==> src/rtl/de_digital_clock.sv <==
// de_digital_clock: 24 h BCD time-of-day clock with load, 12/24 h display and alarm.
// Optional stopwatch (start/pause/restart, 32-bit seconds) is built only when DE_STOPWATCH_EN is defined.
`default_nettype none

module de_digital_clock (
   input  logic        clk,
   input  logic        r,
   input  logic        s,
   input  logic        hour_24,
   input  logic [2:0]  a,
   input  logic [4:0]  b,
   input  logic [3:0]  c,
   input  logic [4:0]  d,
   input  logic [3:0]  e,
   input  logic [4:0]  f,
   input  logic [2:0]  ain1,
   input  logic [4:0]  ain2,
   input  logic [3:0]  ain3,
   input  logic [4:0]  ain4,
   input  logic [2:0]  a_enable,
   input  logic [2:0]  a_reset,
   input  logic [2:0]  a_set,
`ifdef DE_STOPWATCH_EN
   input  logic        start,
   input  logic        pause,
   input  logic        restart,
   output logic [31:0] count,
`endif
   output logic [2:0]  h1,
   output logic [4:0]  h0,
   output logic [3:0]  m1,
   output logic [4:0]  m0,
   output logic [3:0]  s1,
   output logic [4:0]  s0,
   output logic        am,
   output logic        pm,
   output logic        a_out
);

   logic [1:0] hr_t, nx_hr_t, al_hr_t;
   logic [3:0] hr_u, nx_hr_u, al_hr_u;
   logic [2:0] mn_t, nx_mn_t, al_mn_t;
   logic [3:0] mn_u, nx_mn_u, al_mn_u;
   logic [2:0] sc_t, nx_sc_t;
   logic [3:0] sc_u, nx_sc_u;

   logic en_any, clr_any, set_any;
   logic load_ok, alarm_ok, trigger;

   assign en_any  = |a_enable;
   assign clr_any = |a_reset;
   assign set_any = |a_set;

   // Upper field bits are checked here, so truncating on load loses nothing.
   assign load_ok = s && (a <= 3'd2) && (b <= 5'd9) && !((a == 3'd2) && (b > 5'd3))
                      && (c <= 4'd5) && (d <= 5'd9) && (e <= 4'd5) && (f <= 5'd9);

   assign alarm_ok = (ain1 <= 3'd2) && (ain2 <= 5'd9) && !((ain1 == 3'd2) && (ain2 > 5'd3))
                     && (ain3 <= 4'd5) && (ain4 <= 5'd9);

   always_comb begin
      nx_hr_t = hr_t;
      nx_hr_u = hr_u;
      nx_mn_t = mn_t;
      nx_mn_u = mn_u;
      nx_sc_t = sc_t;
      nx_sc_u = sc_u;
      if (load_ok) begin
         nx_hr_t = a[1:0];
         nx_hr_u = b[3:0];
         nx_mn_t = c[2:0];
         nx_mn_u = d[3:0];
         nx_sc_t = e[2:0];
         nx_sc_u = f[3:0];
      end else if (sc_u != 4'd9) begin
         nx_sc_u = sc_u + 4'd1;
      end else begin
         nx_sc_u = 4'd0;
         if (sc_t != 3'd5) begin
            nx_sc_t = sc_t + 3'd1;
         end else begin
            nx_sc_t = 3'd0;
            if (mn_u != 4'd9) begin
               nx_mn_u = mn_u + 4'd1;
            end else begin
               nx_mn_u = 4'd0;
               if (mn_t != 3'd5) begin
                  nx_mn_t = mn_t + 3'd1;
               end else begin
                  nx_mn_t = 3'd0;
                  if ((hr_t == 2'd2) && (hr_u == 4'd3)) begin
                     nx_hr_t = 2'd0;
                     nx_hr_u = 4'd0;
                  end else if (hr_u == 4'd9) begin
                     nx_hr_u = 4'd0;
                     nx_hr_t = hr_t + 2'd1;
                  end else begin
                     nx_hr_u = hr_u + 4'd1;
                  end
               end
            end
         end
      end
   end

   // Match is against the time that will be visible after this edge.
   assign trigger = en_any && (nx_hr_t == al_hr_t) && (nx_hr_u == al_hr_u)
                    && (nx_mn_t == al_mn_t) && (nx_mn_u == al_mn_u)
                    && (nx_sc_t == 3'd0) && (nx_sc_u == 4'd0);

   always_ff @(posedge clk) begin
      if (r) begin
         hr_t    <= 2'd0;
         hr_u    <= 4'd0;
         mn_t    <= 3'd0;
         mn_u    <= 4'd0;
         sc_t    <= 3'd0;
         sc_u    <= 4'd0;
         al_hr_t <= 2'd0;
         al_hr_u <= 4'd0;
         al_mn_t <= 3'd0;
         al_mn_u <= 4'd0;
         a_out   <= 1'b0;
      end else begin
         hr_t <= nx_hr_t;
         hr_u <= nx_hr_u;
         mn_t <= nx_mn_t;
         mn_u <= nx_mn_u;
         sc_t <= nx_sc_t;
         sc_u <= nx_sc_u;
         if (set_any && alarm_ok) begin
            al_hr_t <= ain1[1:0];
            al_hr_u <= ain2[3:0];
            al_mn_t <= ain3[2:0];
            al_mn_u <= ain4[3:0];
         end
         if (clr_any || !en_any)
            a_out <= 1'b0;
         else if (trigger)
            a_out <= 1'b1;
      end
   end

   logic [4:0] hr_bin, disp_bin, disp_u;
   logic [2:0] disp_t;

   assign hr_bin = 5'(hr_t) * 5'd10 + 5'(hr_u);

   always_comb begin
      disp_bin = hr_bin;
      if (!hour_24) begin
         if (hr_bin == 5'd0)
            disp_bin = 5'd12;
         else if (hr_bin > 5'd12)
            disp_bin = hr_bin - 5'd12;
      end
      if (disp_bin >= 5'd20) begin
         disp_t = 3'd2;
         disp_u = disp_bin - 5'd20;
      end else if (disp_bin >= 5'd10) begin
         disp_t = 3'd1;
         disp_u = disp_bin - 5'd10;
      end else begin
         disp_t = 3'd0;
         disp_u = disp_bin;
      end
   end

   assign h1 = disp_t;
   assign h0 = disp_u;
   assign m1 = {1'b0, mn_t};
   assign m0 = {1'b0, mn_u};
   assign s1 = {1'b0, sc_t};
   assign s0 = {1'b0, sc_u};
   assign am = !hour_24 && (hr_bin < 5'd12);
   assign pm = !hour_24 && (hr_bin >= 5'd12);

`ifdef DE_STOPWATCH_EN
   logic running;

   always_ff @(posedge clk) begin
      if (r || restart) begin
         count   <= 32'd0;
         running <= 1'b0;
      end else if (pause) begin
         running <= 1'b0;
      end else begin
         if (start)
            running <= 1'b1;
         if (running)
            count <= count + 32'd1;
      end
   end
`endif

endmodule

`default_nettype wire

==> config.mk <==
export PLATFORM = sky130hd
export DESIGN_NAME = de_digital_clock
export DESIGN_NICKNAME = d
export VERILOG_FILES = /design/src/rtl/de_digital_clock.sv
export SDC_FILE = /design/constraint.sdc
export NUM_CORES = 1
export LEC_CHECK = 0
export ABC_AREA = 1
export CAP_MARGIN = 20
export CORE_MARGIN = 4
export CORE_UTILIZATION = 44
export DETAILED_ROUTE_END_ITERATION = 8
export GPL_ROUTABILITY_DRIVEN = 0
export PLACE_DENSITY = 0.74
export SLEW_MARGIN = 30
export SYNTH_ARGS = -nofsm -noshare
export SYNTH_HDL_FRONTEND = slang
export SYNTH_SLANG_ARGS = --single-unit
export TNS_END_PERCENT = 10
==> constraint.sdc <==
create_clock -name clk -period 3.9 [get_ports clk]
set_input_delay 0.975 -clock clk [delete_from_list [all_inputs] [get_ports clk]]
set_output_delay 0.975 -clock clk [all_outputs]
set_load 0.02 [all_outputs]
* Yosys cells after proc, flatten, opt, wreduce, memory -nomap -nowiden
Index checks and enable logic that the tools add are counted. W data, S select, Z words.
Word-level totals: output and inout port bits 29, register bits 34, input bits 56, logic and storage cells 122
Operators by class: magnitude comparators 17, equality and inequality tests 13, add/subtract/negate cells 10, multipliers 1, mux-type cells 35, reduce and logical (&&, ||, !) cells 35
Operator list (count):
- $mux W4 | 13
- $le A5 B4 Y1 const B | 5
- $mux W5 | 5
- $mux W3 | 8
- $logic_and A1 B1 Y1 | 23
- $mux W2 | 8
- $add A4 B1 Y4 const B | 3
- $le A4 B3 Y1 const B | 3
- $ge A5 B4 Y1 const B | 2
- $gt A5 B2 Y1 const B | 2
- $sub A5 B4 Y5 const B | 2
- $reduce_or A3 Y1 | 3
- $eq A4 B4 Y1 | 2
- $ne A4 B4 Y1 const B | 2
- $add A3 B1 Y3 const B | 2
- $eq A3 B2 Y1 const B | 2
- $le A3 B2 Y1 const B | 2
- $ne A3 B3 Y1 const B | 2
- $add A5 B4 Y5 | 1
- $ge A5 B5 Y1 const B | 1
- $gt A5 B4 Y1 const B | 1
- $logic_not A5 Y1 | 1
- $lt A5 B4 Y1 const B | 1
- $sub A5 B5 Y5 const B | 1
- other kinds (13) | 16

* Depth between registers and ports, before layout
depth in word-level cells 16, depth in mapped cells 22, gate-level depth less buffers 22

* Least setup slack after synthesis
No wires, ideal clock.
path type register -> output, start point register hr_t[0], end point output port h0[1], data arrival time 2848 ps, buffers on the path 0, data required time 2925 ps, stages on the path, launching flop included 21, setup slack 77 ps, cell sequence dfxtp_1 -> ha_1 -> fa_1 -> xnor2_1 -> inv_2 -> ha_1 -> inv_1 -> nor2_1 -> nand2_1 -> nand3_2 -> xor2_2 -> nor2_4 -> ha_1 -> nand2_1 -> nor2_1 -> nor2_4 -> nand2_2 -> nand2_1 -> nand2_1 -> nand2_1 -> nand2_1
Between the ends: longest elaborated chain between the ends 9, elaborated cells on any way between the ends 14, those cells by class add/sub (4); mul (1); order compare (3); mux (5); reduce/logical (1)
Ends and longest elaborated chain:
- start, declared | line 40 | logic [1:0] hr_t, nx_hr_t, al_hr_t;
- start signal, assigned | line 125 | hr_t <= nx_hr_t;
- $mul A2 B3 Y4 (*) | line 147 | assign hr_bin = 5'(hr_t) * 5'd10 + 5'(hr_u);
- $add A5 B4 Y5 (*) | line 147
- $sub A5 B4 Y5 or $gt A5 B4 Y1 (tied branches) | line 155, 154
- $mux W5 | line 154 | else if (hr_bin > 5'd12)
- $mux W5 | line 152 | if (hr_bin == 5'd0)
- $mux W5 (*) | line 151 | if (!hour_24) begin
- $sub A5 B4 Y5 or $ge A5 B4 Y1 (tied branches) | line 162, 160
- $mux W5 | line 160 | end else if (disp_bin >= 5'd10) begin
- $mux W5 (*) | line 157 | if (disp_bin >= 5'd20) begin
- end, declared | line 30 | output logic [4:0] h0,
Mark *: on every way between the ends. The rest lies on a longest branch, timed or not.

* Worst setup path in the final report
start point register hr_t[0], end point output port h0[2]
Same word-level chain as after synthesis.

==> impl_metrics.yaml <==
synth:
  synth.yosys.seq_area_share_pct: 22.3
  synth-edff-count: 0
  synth.avg_cell_area_um2: 6.23
  synthDistinctLibCells: 42
  syn-cell-area_um2: 3050
  yosys_warnings: 0
  yosys_most_used_dff: "dfxtp_1"
  ys_async_sr_fraction_pct: 0
  synth-seq-cells: 34
  synth_cells: 489
final_layout:
  finalNetCount: 663
  drive_above_1_share_pct: 20.5
  area_growth_pct: 42.4
  fillers: 614
  antenna_cells: 0
  fin_area_um2: 4340
setup_path:
  cp.arrival_ns: 3.07
  cp_slowest_stage_delay_ns: 0.36
  crit_chain: "buf_6, ha_4, buf_4, a21oi_2, nand2_1, xor2_2, nand2_2, nand3_2, xor2_2, nor2_4, ha_1, inv_1, nand3_4, nand3_1, nand3_2, nand2_1, buf_6"
  crit_fanout: 5
  ff2ff_setup_slack_ns: 1.89
  reg2reg_from: "hr_t[0]$_SDFF_PP0_"
  cp_slowest_cell: "dfxtp_4"
  critPathLaunchType: "flop"
  worstSetupStartpoint: "hr_t[0]$_SDFF_PP0_"
  critical_path_required_ns: 2.92
  critPathCaptureType: "output pin"
  critPathKind: "flop to output pin"
sta:
  max_freq_ghz: 0.247
  fin_crit_sh_pct: 104
  finalClockSkew_ns: 0.00331
  drv_slew: 0
  finalSetupTns_ns: -0.698
  setup_ws_ns: -0.142
  worst_pin_slew_ns: 0.743
  min_period_ns: 4.04
  rsz0062_at_grt: "yes"
  slew_headroom_pct: 50.3
  setup_viol: 6
  hold_viol_final: 0
route:
  drt-vias-per-instance: 5.10
  dr.pass1.iters: 4
  drc_errors: 0
  final_antenna_net_count: 0
  vias: 3439
  drtIter0Drc: 289
  wl_per_cell_um: 13.4
  totalWireLength_mm: 9.04
power_and_ir_drop:
  ir_drop_mv: 0.182
  powerDensity_nw_per_um2: 194
  p_leak_uw: 0.00206
clock_network:
  path_clk_slew_ns: 0.07
  cts_tree: "built"
  h-tree-depth: 2
  numCtsBuffers: 5
  insertion_delay_ns: 0.29
  cts_sinks: 34
  clock-root-buffer: "clkbuf_8"
  clockBufferDepth: 2
  hold_buffers: 0
global_routing:
  grt_pass1_vias: 3263
  grt_pass1_wl_mm: 14.5
  grt_usage_pct: 21.0
  grt_max_degree: 26
  antenna_found_initial: 0
  grt_overflow_total: 0
placed_design:
  placed_cell_area_um2: 4020
  io_buffers: 79
  dp_hpwl_mm: 7.18
run:
  maxCapViolations: 0
hold_path:
  worst_hold_path_type: "flop to flop"
  hold_path.startpoint: "a_out$_SDFFE_PP0P_"
status:
  outcome: "finished, violations left"
  failed_checks: "negative setup slack"
floorplanning:
  dieArea_um2: 8320
  die_h_um: 91.2
  core_um2: 6760
  rows: 30
  die_x_um: 91.2
  io_pins: 85
  start_util_pct: 45.1
-- final cells by class --
class                           count  area [um^2]  area share, %
Inverter                           71          269           6.20
Timing Repair Buffer              106          997           23.0
Multi-Input combinational cell    375         2180           50.2
Sequential cell                    34          686           15.8
Clock buffer                        5         68.8           1.59
Tap cell                           80          100           2.31
Clock inverter                      3         40.0          0.923
-- repair_timing --
action,in CTS,in global routing
buffers inserted,6,2
endpoints found under the setup margin,6,6
resized for setup,54,20
pin swaps,17,20
-- cells in the mapped netlist, types with 2 or more instances --
master	count	area, um^2
nor3_1	5	25.0
xnor2_1	2	17.5
nand2_2	10	62.6
a21oi_1	29	145
inv_1	64	240
buf_4	5	37.5
nand4_1	3	18.8
nor2_1	34	128
buf_6	2	22.5
clkbuf_1	5	18.8
dfxtp_1	34	681
or2_2	2	12.5
nand3_2	13	130
ha_1	13	163
nand3b_1	3	22.5
inv_2	6	22.5
nand2_1	149	559
a21oi_2	2	17.5
xor2_1	2	17.5
nor2_4	7	78.8
nor2_8	2	40.0
nand3_1	51	255
o21ai_0	13	65.1
o21ai_1	13	65.1
xor2_2	2	32.5
nand2_4	2	22.5
-- worst paths after layout --
| check | depth (start not counted) | end |
|---|---|---|
| max | 17 | h0[2] |
| min | 2 | a_out$_SDFFE_PP0P_ |
| max reg2reg | 18 | a_out$_SDFFE_PP0P_ |
| min reg2reg | 2 | a_out$_SDFFE_PP0P_ |
-- state kept, by name, summed over array words and instances, names as in the netlist --
register and cells:
hr_t 2, sc_u 4, mn_t 3, al_hr_t 2, al_mn_t 3, al_mn_u 4, a_out 1, al_hr_u 4
sc_t 3, hr_u 4, mn_u 4
-- critical path: cells and delay by family, from the launching register on --
kind	cells	cell delay, ns
AND/OR/NAND/NOR	8	0.90
flip-flops	1	0.36
XOR/XNOR	2	0.47
AO/OA/AOI/OAI	1	0.12
adder cells (fa/ha/maj)	2	0.44
buffers and inverters	4	0.48
-- report_power, final --
part           switching, uW  internal, uW  total (uW)
clock                    135           188         323
combinational           76.9          86.2         163
sequential              3.54           350         353
-- cell families after synthesis --
family                     after synthesis  share of synthesized area (%)
adders and majority gates               14                           6.00
buffers and inverters                   84                           11.5
AOI/OAI and AO/OA                       62                           11.3
DFF                                     34                           22.3
xor gates and xnor gates                 6                           2.22
and+or+nand+nor                        288                           46.4
other                                    1                          0.123
-- placed cells by master (no fill, tap or decap), types with 6 or more instances in the layout --
cell type,n
a21oi_1,28
buf_4,27
clkdlybuf4s50_1,72
dfxtp_1,32
ha_1,7
inv_1,61
inv_2,9
nand2_1,140
nand2_2,15
nand2_4,6
nand3_1,49
nand3_2,13
nor2_1,31
nor2_4,8
o21ai_0,13
o21ai_1,13
-- metrics by stage --
| stage | power (uW) | utilization, % | hold WS, ns | setup WS (ns) | std cells |
|---|---|---|---|---|---|
| after detailed placement | 520 | 59.5 | 0.452 | -0.491 | 659 |
| after CTS | 843 | 63.0 | 0.463 | -0.150 | 673 |
| after floorplan | 433 | - | 0.444 | 0.0765 | 493 |
| after global routing | 874 | 64.2 | 0.482 | -0.328 | 674 |
| after global placement | 517 | 59.5 | 0.450 | -0.353 | 659 |
| final | 840 | 64.2 | 0.463 | -0.142 | 674 |
-- routing by layer --
layer,global-route usage (%),wire (um)
met1,26.2,3970
met2,37.2,4430
met3,3.31,481
met4,5.90,154
met5,0,0
Note: power is estimated with default switching activity, not from simulation.
